$ cat config.mk
export PLATFORM = sky130hd
export DESIGN_NAME = stream_rr_arbiter
export DESIGN_NICKNAME = d
export VERILOG_FILES = /design/src/rtl/stream_rr_arbiter.sv
export SDC_FILE = /design/constraint.sdc
export NUM_CORES = 1
export LEC_CHECK = 0
export ABC_CLOCK_PERIOD_IN_PS = 3500
export CORE_ASPECT_RATIO = 0.75
export CORE_MARGIN = 2
export CORE_UTILIZATION = 47
export DETAILED_ROUTE_END_ITERATION = 6
export PLACE_DENSITY = 0.83
export RECOVER_POWER = 25
export SETUP_SLACK_MARGIN = 0.15
export SLEW_MARGIN = 0
export SYNTH_ARGS = -nofsm -noshare
export SYNTH_HDL_FRONTEND = slang
export SYNTH_SLANG_ARGS = --single-unit
$ cat constraint.sdc
create_clock -name aclk_i -period 3.5 [get_ports aclk_i]
set_input_delay 0.35 -clock aclk_i [delete_from_list [all_inputs] [get_ports aclk_i]]
set_output_delay 0.35 -clock aclk_i [all_outputs]
set_load 0.02 [all_outputs]
$ cat src/rtl/stream_rr_arbiter.sv
// Round-robin stream arbiter: NUM valid/ready requesters into one registered output,
// with per-grant bursts of up to MAX_BURST beats and same-cycle hand-over.
module stream_rr_arbiter #(
  parameter int unsigned DWIDTH    = 8,
  parameter int unsigned NUM       = 4,
  parameter int unsigned MAX_BURST = 4
) (
  input  logic                    aclk_i,
  input  logic                    areset_i,
  input  logic [NUM-1:0]          valid_i,
  input  logic [NUM*DWIDTH-1:0]   data_i,
  output logic [NUM-1:0]          ready_o,
  output logic                    valid_o,
  output logic [DWIDTH-1:0]       data_o,
  output logic [$clog2(NUM)-1:0]  src_o,
  input  logic                    ready_i
);

  localparam int unsigned SW = $clog2(NUM);
  localparam int unsigned CW = $clog2(MAX_BURST + 1);

  localparam logic [0:0] StIdle = 1'b0;
  localparam logic [0:0] StHold = 1'b1;

  logic [0:0]        r_state;
  logic [SW-1:0]     r_owner;
  logic [CW-1:0]     r_cnt;
  logic [SW-1:0]     r_last;
  logic              r_valid;
  logic [DWIDTH-1:0] r_data;
  logic [SW-1:0]     r_src;

  logic              w_load_en;
  logic              w_found;
  logic [SW-1:0]     w_cand;
  logic              w_xfer;
  logic [CW-1:0]     w_new_cnt;
  logic [DWIDTH-1:0] w_cand_data;

  function automatic logic [SW-1:0] f_wrap(input logic [SW-1:0] base, input int unsigned off);
    int unsigned sum;
    sum = 32'(base) + off;
    if (sum >= NUM) sum = sum - NUM;
    return sum[SW-1:0];
  endfunction

  assign w_load_en = ~r_valid | ready_i;

  // The owner keeps the grant while it stays valid; otherwise scan starting just past last,
  // which equals the owner in HOLD, so an early release hands over in the same cycle.
  always_comb begin
    w_found = 1'b0;
    w_cand  = '0;
    if (r_state == StHold && valid_i[r_owner]) begin
      w_found = 1'b1;
      w_cand  = r_owner;
    end else begin
      for (int unsigned i = 1; i <= NUM; i++) begin
        if (!w_found && valid_i[f_wrap(r_last, i)]) begin
          w_found = 1'b1;
          w_cand  = f_wrap(r_last, i);
        end
      end
    end
  end

  always_comb begin
    ready_o = '0;
    if (!areset_i && w_load_en && w_found) ready_o[w_cand] = 1'b1;
  end

  assign w_xfer      = w_load_en & w_found;
  assign w_new_cnt   = (r_state == StHold && w_cand == r_owner) ? r_cnt + CW'(1) : CW'(1);
  assign w_cand_data = data_i[32'(w_cand) * DWIDTH +: DWIDTH];

  always_ff @(posedge aclk_i or posedge areset_i) begin
    if (areset_i) begin
      r_state <= StIdle;
      r_owner <= '0;
      r_cnt   <= '0;
      r_last  <= SW'(NUM - 1);
      r_valid <= 1'b0;
      r_data  <= '0;
      r_src   <= '0;
    end else if (w_xfer) begin
      r_valid <= 1'b1;
      r_data  <= w_cand_data;
      r_src   <= w_cand;
      r_last  <= w_cand;
      if (w_new_cnt == CW'(MAX_BURST)) begin
        r_state <= StIdle;
        r_cnt   <= '0;
      end else begin
        r_state <= StHold;
        r_owner <= w_cand;
        r_cnt   <= w_new_cnt;
      end
    end else if (w_load_en) begin
      // Output drained with nobody requesting: drop valid, keep data/src and last.
      r_valid <= 1'b0;
      r_state <= StIdle;
      r_cnt   <= '0;
    end
  end

  assign valid_o = r_valid;
  assign data_o  = r_data;
  assign src_o   = r_src;

endmodule

Word-level counts from Yosys, hierarchy flattened

Cells that the tools add are included.

Shift operators: 1
Reduce and logical (&&, ||, !) cells: 14
Order comparisons: 11
Equal/unequal tests: 2
Bitwise gates (word level): 4
Mux-type cells: 42
Add/subtract/negate cells: 9

Operators by type and width:

| kind                                                                                | number |
|---|---|
| 32-bit by 6-bit indexed part select with 8-bit output                               | 1 |
| 2-bit 2-to-1 mux                                                                    | 13 |
| 2-bit by 3-bit less-than comparator with 1-bit output, second input constant        | 6 |
| 1-bit 2-to-1 mux                                                                    | 18 |
| 3-bit 2-to-1 mux                                                                    | 4 |
| 1-bit binary-select mux with 2-bit select                                           | 5 |
| 3-bit greater-or-equal comparator, second input constant                            | 3 |
| 1-bit logical AND                                                                   | 8 |
| 2-bit by 1-bit subtractor with 2-bit output, second input constant                  | 4 |
| 2-bit by 2-bit adder with 3-bit output, second input constant                       | 2 |
| 2-bit by 3-bit adder with 4-bit output, second input constant                       | 1 |
| 4-bit by 3-bit greater-or-equal comparator with 1-bit output, second input constant | 1 |
| 1-bit zero test                                                                     | 4 |
| 4-bit 2-to-1 mux                                                                    | 1 |
| 2-bit by 1-bit adder with 3-bit output, second input constant                       | 1 |
| 3-bit by 1-bit adder with 3-bit output, second input constant                       | 1 |
| 3-bit equality test, second input constant                                          | 1 |
| 1-bit demux with 2-bit select                                                       | 1 |
| 2-bit equality test                                                                 | 1 |
| 2-bit by 1-bit greater-or-equal comparator with 1-bit output, second input constant | 1 |
| 1-bit NOT                                                                           | 2 |
| 2-bit AND reduction                                                                 | 1 |
| 2-bit nonzero test                                                                  | 1 |
| 1-bit AND                                                                           | 1 |
| 1-bit OR                                                                            | 1 |

Flip-flop bits (word level): 19
Word-level logic and storage cells: 90
Output and inout bits: 15

Longest topological paths before layout

Depth in word-level cells: 26
Gate-level depth with buffers: 8

Worst setup path after synthesis

No wires, ideal clock.

Path kind: reg2out
Start point: register r_last[0]
End point: output ready_o[0]
Path slack: 1.046 ns
Stages on the path, launching flop included: 7
Arrival time: 2.104 ns
Cell sequence: dfstp_2 nand2b_2 a21boi_1 nor3_1 o21a_4 buf_6 nor4b_1

Word-level cells in the longest chain between the ends: 25

Ends and longest elaborated chain:

| what                                                                                                                                                        | RTL line | RTL |
|---|---|---|
| from (decl)                                                                                                                                                 | 28       | `logic [SW-1:0] r_last;` |
| from (signal assigned)                                                                                                                                      | 81       | `r_last <= SW'(NUM - 1);` |
| from (signal assigned)                                                                                                                                      | 89       | `r_last <= w_cand;` |
| 2-bit by 1-bit adder with 3-bit output                                                                                                                      | 42       | `sum = 32'(base) + off;` |
| 3-bit greater-or-equal comparator or 2-bit by 1-bit subtractor with 2-bit output (tied branches)                                                            | 43       | `if (sum >= NUM) sum = sum - NUM;` |
| 2-bit 2-to-1 mux                                                                                                                                            | 43       |  |
| 2-bit 2-to-1 mux                                                                                                                                            | 54       | `if (r_state == StHold && valid_i[r_owner]) begin` |
| 1-bit binary-select mux with 2-bit select                                                                                                                   | 59       | `if (!w_found && valid_i[f_wrap(r_last, i)]) begin` |
| 1-bit 2-to-1 mux (implied by the code)                                                                                                                      | 59       |  |
| 1-bit 2-to-1 mux                                                                                                                                            | 59       |  |
| 1-bit 2-to-1 mux                                                                                                                                            | 54       |  |
| [... 9 more ...]                                                                                                                                            | --       |  |
| 1-bit logical AND                                                                                                                                           | 59       |  |
| 2-bit 2-to-1 mux                                                                                                                                            | 59       |  |
| 2-bit 2-to-1 mux                                                                                                                                            | 54       |  |
| 2-bit by 3-bit less-than comparator with 1-bit output (implied by the code) or 2-bit by 1-bit greater-or-equal comparator with 1-bit output (tied branches) | 69       | `if (!areset_i && w_load_en && w_found) ready_o[w_cand] = 1'b1;` |
| 1-bit logical AND (implied by the code)                                                                                                                     | 69       |  |
| 1-bit 2-to-1 mux (implied by the code)                                                                                                                      | 69       |  |
| 1-bit demux with 2-bit select                                                                                                                               | 69       |  |
| 4-bit 2-to-1 mux (*)                                                                                                                                        | 69       |  |
| to (decl)                                                                                                                                                   | 12       | `output logic [NUM-1:0] ready_o,` |

Every way passes the cells marked *; elsewhere a longest branch is shown, timed or not. The select of a mux whose other input is x is not followed.

Worst setup path after layout

Start point: input valid_i[3]
End point: output ready_o[0]

Word-level cells in the longest chain between the ends: 21

Ends and longest elaborated chain:

| what                                                                                                                                                        | RTL line | RTL |
|---|---|---|
| from (decl)                                                                                                                                                 | 10       | `input logic [NUM-1:0] valid_i,` |
| 1-bit binary-select mux with 2-bit select                                                                                                                   | 59       |  |
| 1-bit 2-to-1 mux (implied by the code)                                                                                                                      | 59       |  |
| 1-bit 2-to-1 mux                                                                                                                                            | 59       |  |
| 1-bit 2-to-1 mux                                                                                                                                            | 54       |  |
| 1-bit zero test                                                                                                                                             | 59       |  |
| 1-bit logical AND                                                                                                                                           | 59       |  |
| 1-bit 2-to-1 mux                                                                                                                                            | 59       |  |
| 1-bit 2-to-1 mux                                                                                                                                            | 54       |  |
| [... 5 more ...]                                                                                                                                            | --       |  |
| 1-bit logical AND                                                                                                                                           | 59       |  |
| 2-bit 2-to-1 mux                                                                                                                                            | 59       |  |
| 2-bit 2-to-1 mux                                                                                                                                            | 54       |  |
| 2-bit by 3-bit less-than comparator with 1-bit output (implied by the code) or 2-bit by 1-bit greater-or-equal comparator with 1-bit output (tied branches) | 69       |  |
| 1-bit logical AND (implied by the code)                                                                                                                     | 69       |  |
| 1-bit 2-to-1 mux (implied by the code)                                                                                                                      | 69       |  |
| 1-bit demux with 2-bit select                                                                                                                               | 69       |  |
| 4-bit 2-to-1 mux (*)                                                                                                                                        | 69       |  |

Marked as above.

==> metrics.csv <==
metric,value,unit
status,completed,
Non-Filler Instances,219,
initial antenna violation count,0,
R2R Setup Slk,1060,ps
ANT cells,0,
hold_sp,r_cnt[1],
post-synthesis simple-gate area fraction,0.195,
Clock Tree Buf Depth,2,
Routed WL,3.43,mm
Cell Pwr Density,764,nW/µm²
RSZ-0062 raised after global routing,false,
Yosys top cell area share,0.307,
final hold violation count,0,
Final min period,3180,ps
required time of the critical path,3150,ps
Starting Density,0.482,
"EDFF count, synth",0,
library cells used by synthesis,46,
sequential share of the synthesized area,0.345,
post-route clock period utilization,0.909,
worst min-delay path class,reg2reg,
asr flop ratio synth,1.00,
IO Port Bufs,53,
# resized after CTS,0,
RR Startpoint,r_last[1],
number of synthesized register bits,19,
H-tree depth,1,
hold path endpoint,r_cnt[1],
total gr overflow,0,
Final Wtd Congestion,0.825,
CP max stage cell,clkdlybuf4s50_1,
CTS hold repair buffers,0,
Die Wd,66.7,µm
die area,3400,µm²
share of cells above drive strength 1,0.149,
largest net degree at the start of global routing,24,
Initial DRC Count,64,
leakage,0.782,nW
slew margin rel.,0.338,
Post-synth top flop,dfrtp_1,
worst-path maximum fanout,23,
core area,2870,µm²
leading post-synthesis cells by cell area,"dfrtp_1 (31%), mux2i_1 (12%), nand2_1 (4.3%)",
Placed Cells,214,
WS Path Type,in2out,
Crit. End Element,primary output,
XOR/XNOR Fraction of Synth Area,0,
Multi-input gate area,842,µm²
clk root buf,clkbuf_8,
first-pass GRT wire length,5.23,mm
crit start category,primary input,
total CTS buffers,3,
synth warn,0,
worst vdd ir,0.390,mV
CP max stage delay,660,ps
Final Max Slew Viols,0,
TNS Setup,0,ps
Post-Synthesis Net Count,170,
antenna-violating nets left,0,
cells along the critical path,clkdlybuf4s50_1 > mux2i_2 > o22ai_4 > a211o_4 > nand2_4 > nor4b_1 > clkdlybuf4s50_1,
setup violators final,0,
Post-DP HPWL,2.59,mm
Mapped Area,1380,µm²
worst path bufs/invs,2,
cell count after synthesis,130,
Die Y,51.0,µm
total vias in the final route,1221,
Via-to-Cell Ratio,5.58,
Avg WL per Cell,15.6,µm
setup slack after placement,313,ps
post-synthesis mux area share,0.187,
first drt pass iteration count,4,
gr usage total,0.204,
clk_lat worst skew,250,ps
Fill cells,225,
Clock Skews,1.05,ps
postcts setup bufs,0,
P&R area growth vs syn,41.0,%
cell taking the most area after synthesis,dfrtp_1,
I/O pins,54,
register area,478,µm²
reg-to-reg endpoint,data_o[0],
worst path arrival time,2830,ps
hold path cells,2,
vias in the first global route,1129,
Post-Synth Adder-Cell Area,0.00904,
DRC,0,
"CP delay by family, top",buffers and inverters,
f_max,314,MHz
Post-Syn Area per Cell,10.6,µm²
Max Cap Viol,0,
min setup slack post-route,320,ps
"CTS clk-pin slew, worst paths",70,ps
CTS tree,done,
combinational family with the most area after synthesis,compound AO/OA/AOI/OAI gates,
Compound-Gate Fraction of Synth Area,0.207,
Crit path top cell by count,clkdlybuf4s50_1,
Final #Nets,222,
clock sink count,19,
R2R cell count,5,
worst-margin pin slew,993,ps
FP Rows,17,
==> report_power, final <==
group          internal [mW]  total (mW)  switching, mW
combinational          0.455       0.930          0.475
sequential             0.326       0.416         0.0902
clock                 0.0790       0.146         0.0669
==> flip-flops by register name, indices dropped and copies added, names as in the netlist <==
register	flops
r_owner	2
r_last	2
r_state	1
r_cnt	3
src_o	2
valid_o	1
data_o	8
==> synthesized netlist by cell type, types with 2 or more instances <==
cell type and number:
nor2b_1 2, o221ai_1 5, mux2i_2 2, nor3b_1 2, o21ai_0 6, nand2_1 16
nor4_1 2, buf_2 2, buf_6 5, o221ai_2 3, nand3_1 2, nor2_1 3
mux2_1 2, a21oi_1 2, a21o_1 2, dfstp_2 2, dfrtp_1 17, a21oi_2 2
nand2b_1 9, mux2i_1 16, nor3_1 3
==> logic make-up (layout without fill, tap and decap cells) <==
logic type | after synthesis | after routing
AOI/OAI and AO/OA | 31 | 32
adders and majority gates | 1 | 1
buffers and inverters | 9 | 59
DFF | 19 | 19
muxes | 23 | 23
and+or+nand+nor | 47 | 47
==> worst register-to-register path, cell delays in order (launching register included) <==
cell and delay, ps:
dfstp_2 620, mux4_2 550, a211o_4 310, nand2_4 230
or2_1 390, o221ai_1 200
==> stage by stage <==
stage	instance area (µm²)	hold WS, ps	utilization	total power, mW
global placement	1900	453	0.660	1.29
detailed placement	1900	482	0.660	1.33
global route	1950	528	0.680	1.60
CTS	1940	496	0.676	1.48
floorplan	1380	305	-	1.10
finish	1950	488	0.680	1.49
==> cells in the final DEF (no fill, tap or decap), types with 2 or more instances in the layout <==
master / Yosys / layout
mux2i_2: 2 / 2
o221ai_2: 3 / 3
mux2i_1: 16 / 16
o21ai_0: 6 / 6
nand2b_1: 9 / 9
dfrtp_1: 17 / 17
nand2_1: 16 / 16
clkdlybuf4s50_1: 0 / 52
a21oi_1: 2 / 2
nor2b_1: 2 / 2
nor2_1: 3 / 3
clkbuf_8: 0 / 3
o221ai_1: 5 / 5
nor3_1: 3 / 2
nand3_1: 2 / 2
dfstp_2: 2 / 2
a21o_1: 2 / 2
mux2_1: 2 / 2
nor3b_1: 2 / 2
a21oi_2: 2 / 2
nor4_1: 2 / 2
==> layer usage <==
layer / routed length (µm) / GRT usage / vias up
li1: - / - / 593
met1: 1490 / 0.278 / 592
met2: 1750 / 0.330 / 30
met3: 162 / 0.0419 / 6
met4: 29 / 0.0578 / 0
met5: 0 / 0 / -
==> how the worst max path moves through the flow <==
stage,start,end,slack [ps],cells after the start
after floorplan,r_last[0],ready_o[0],1050,6
after global placement,valid_i[0],ready_o[0],400,7
after detailed placement,valid_i[3],ready_o[0],310,7
after CTS,valid_i[1],ready_o[0],310,7
after global routing,valid_i[3],ready_o[0],150,7
final,valid_i[3],ready_o[0],320,7
==> area by class of cell <==
| class | instances | share of cell area |
|---|---|---|
| clock buffers | 3 | 0.0212 |
| clock inverters | 1 | 0.00256 |
| inverters | 1 | 0.00192 |
| multi-input cells | 103 | 0.431 |
| flip-flops and latches | 19 | 0.245 |
| well taps | 38 | 0.0244 |
| repair buffers | 54 | 0.274 |
No activity file was read; power rests on OpenSTA's default activity.
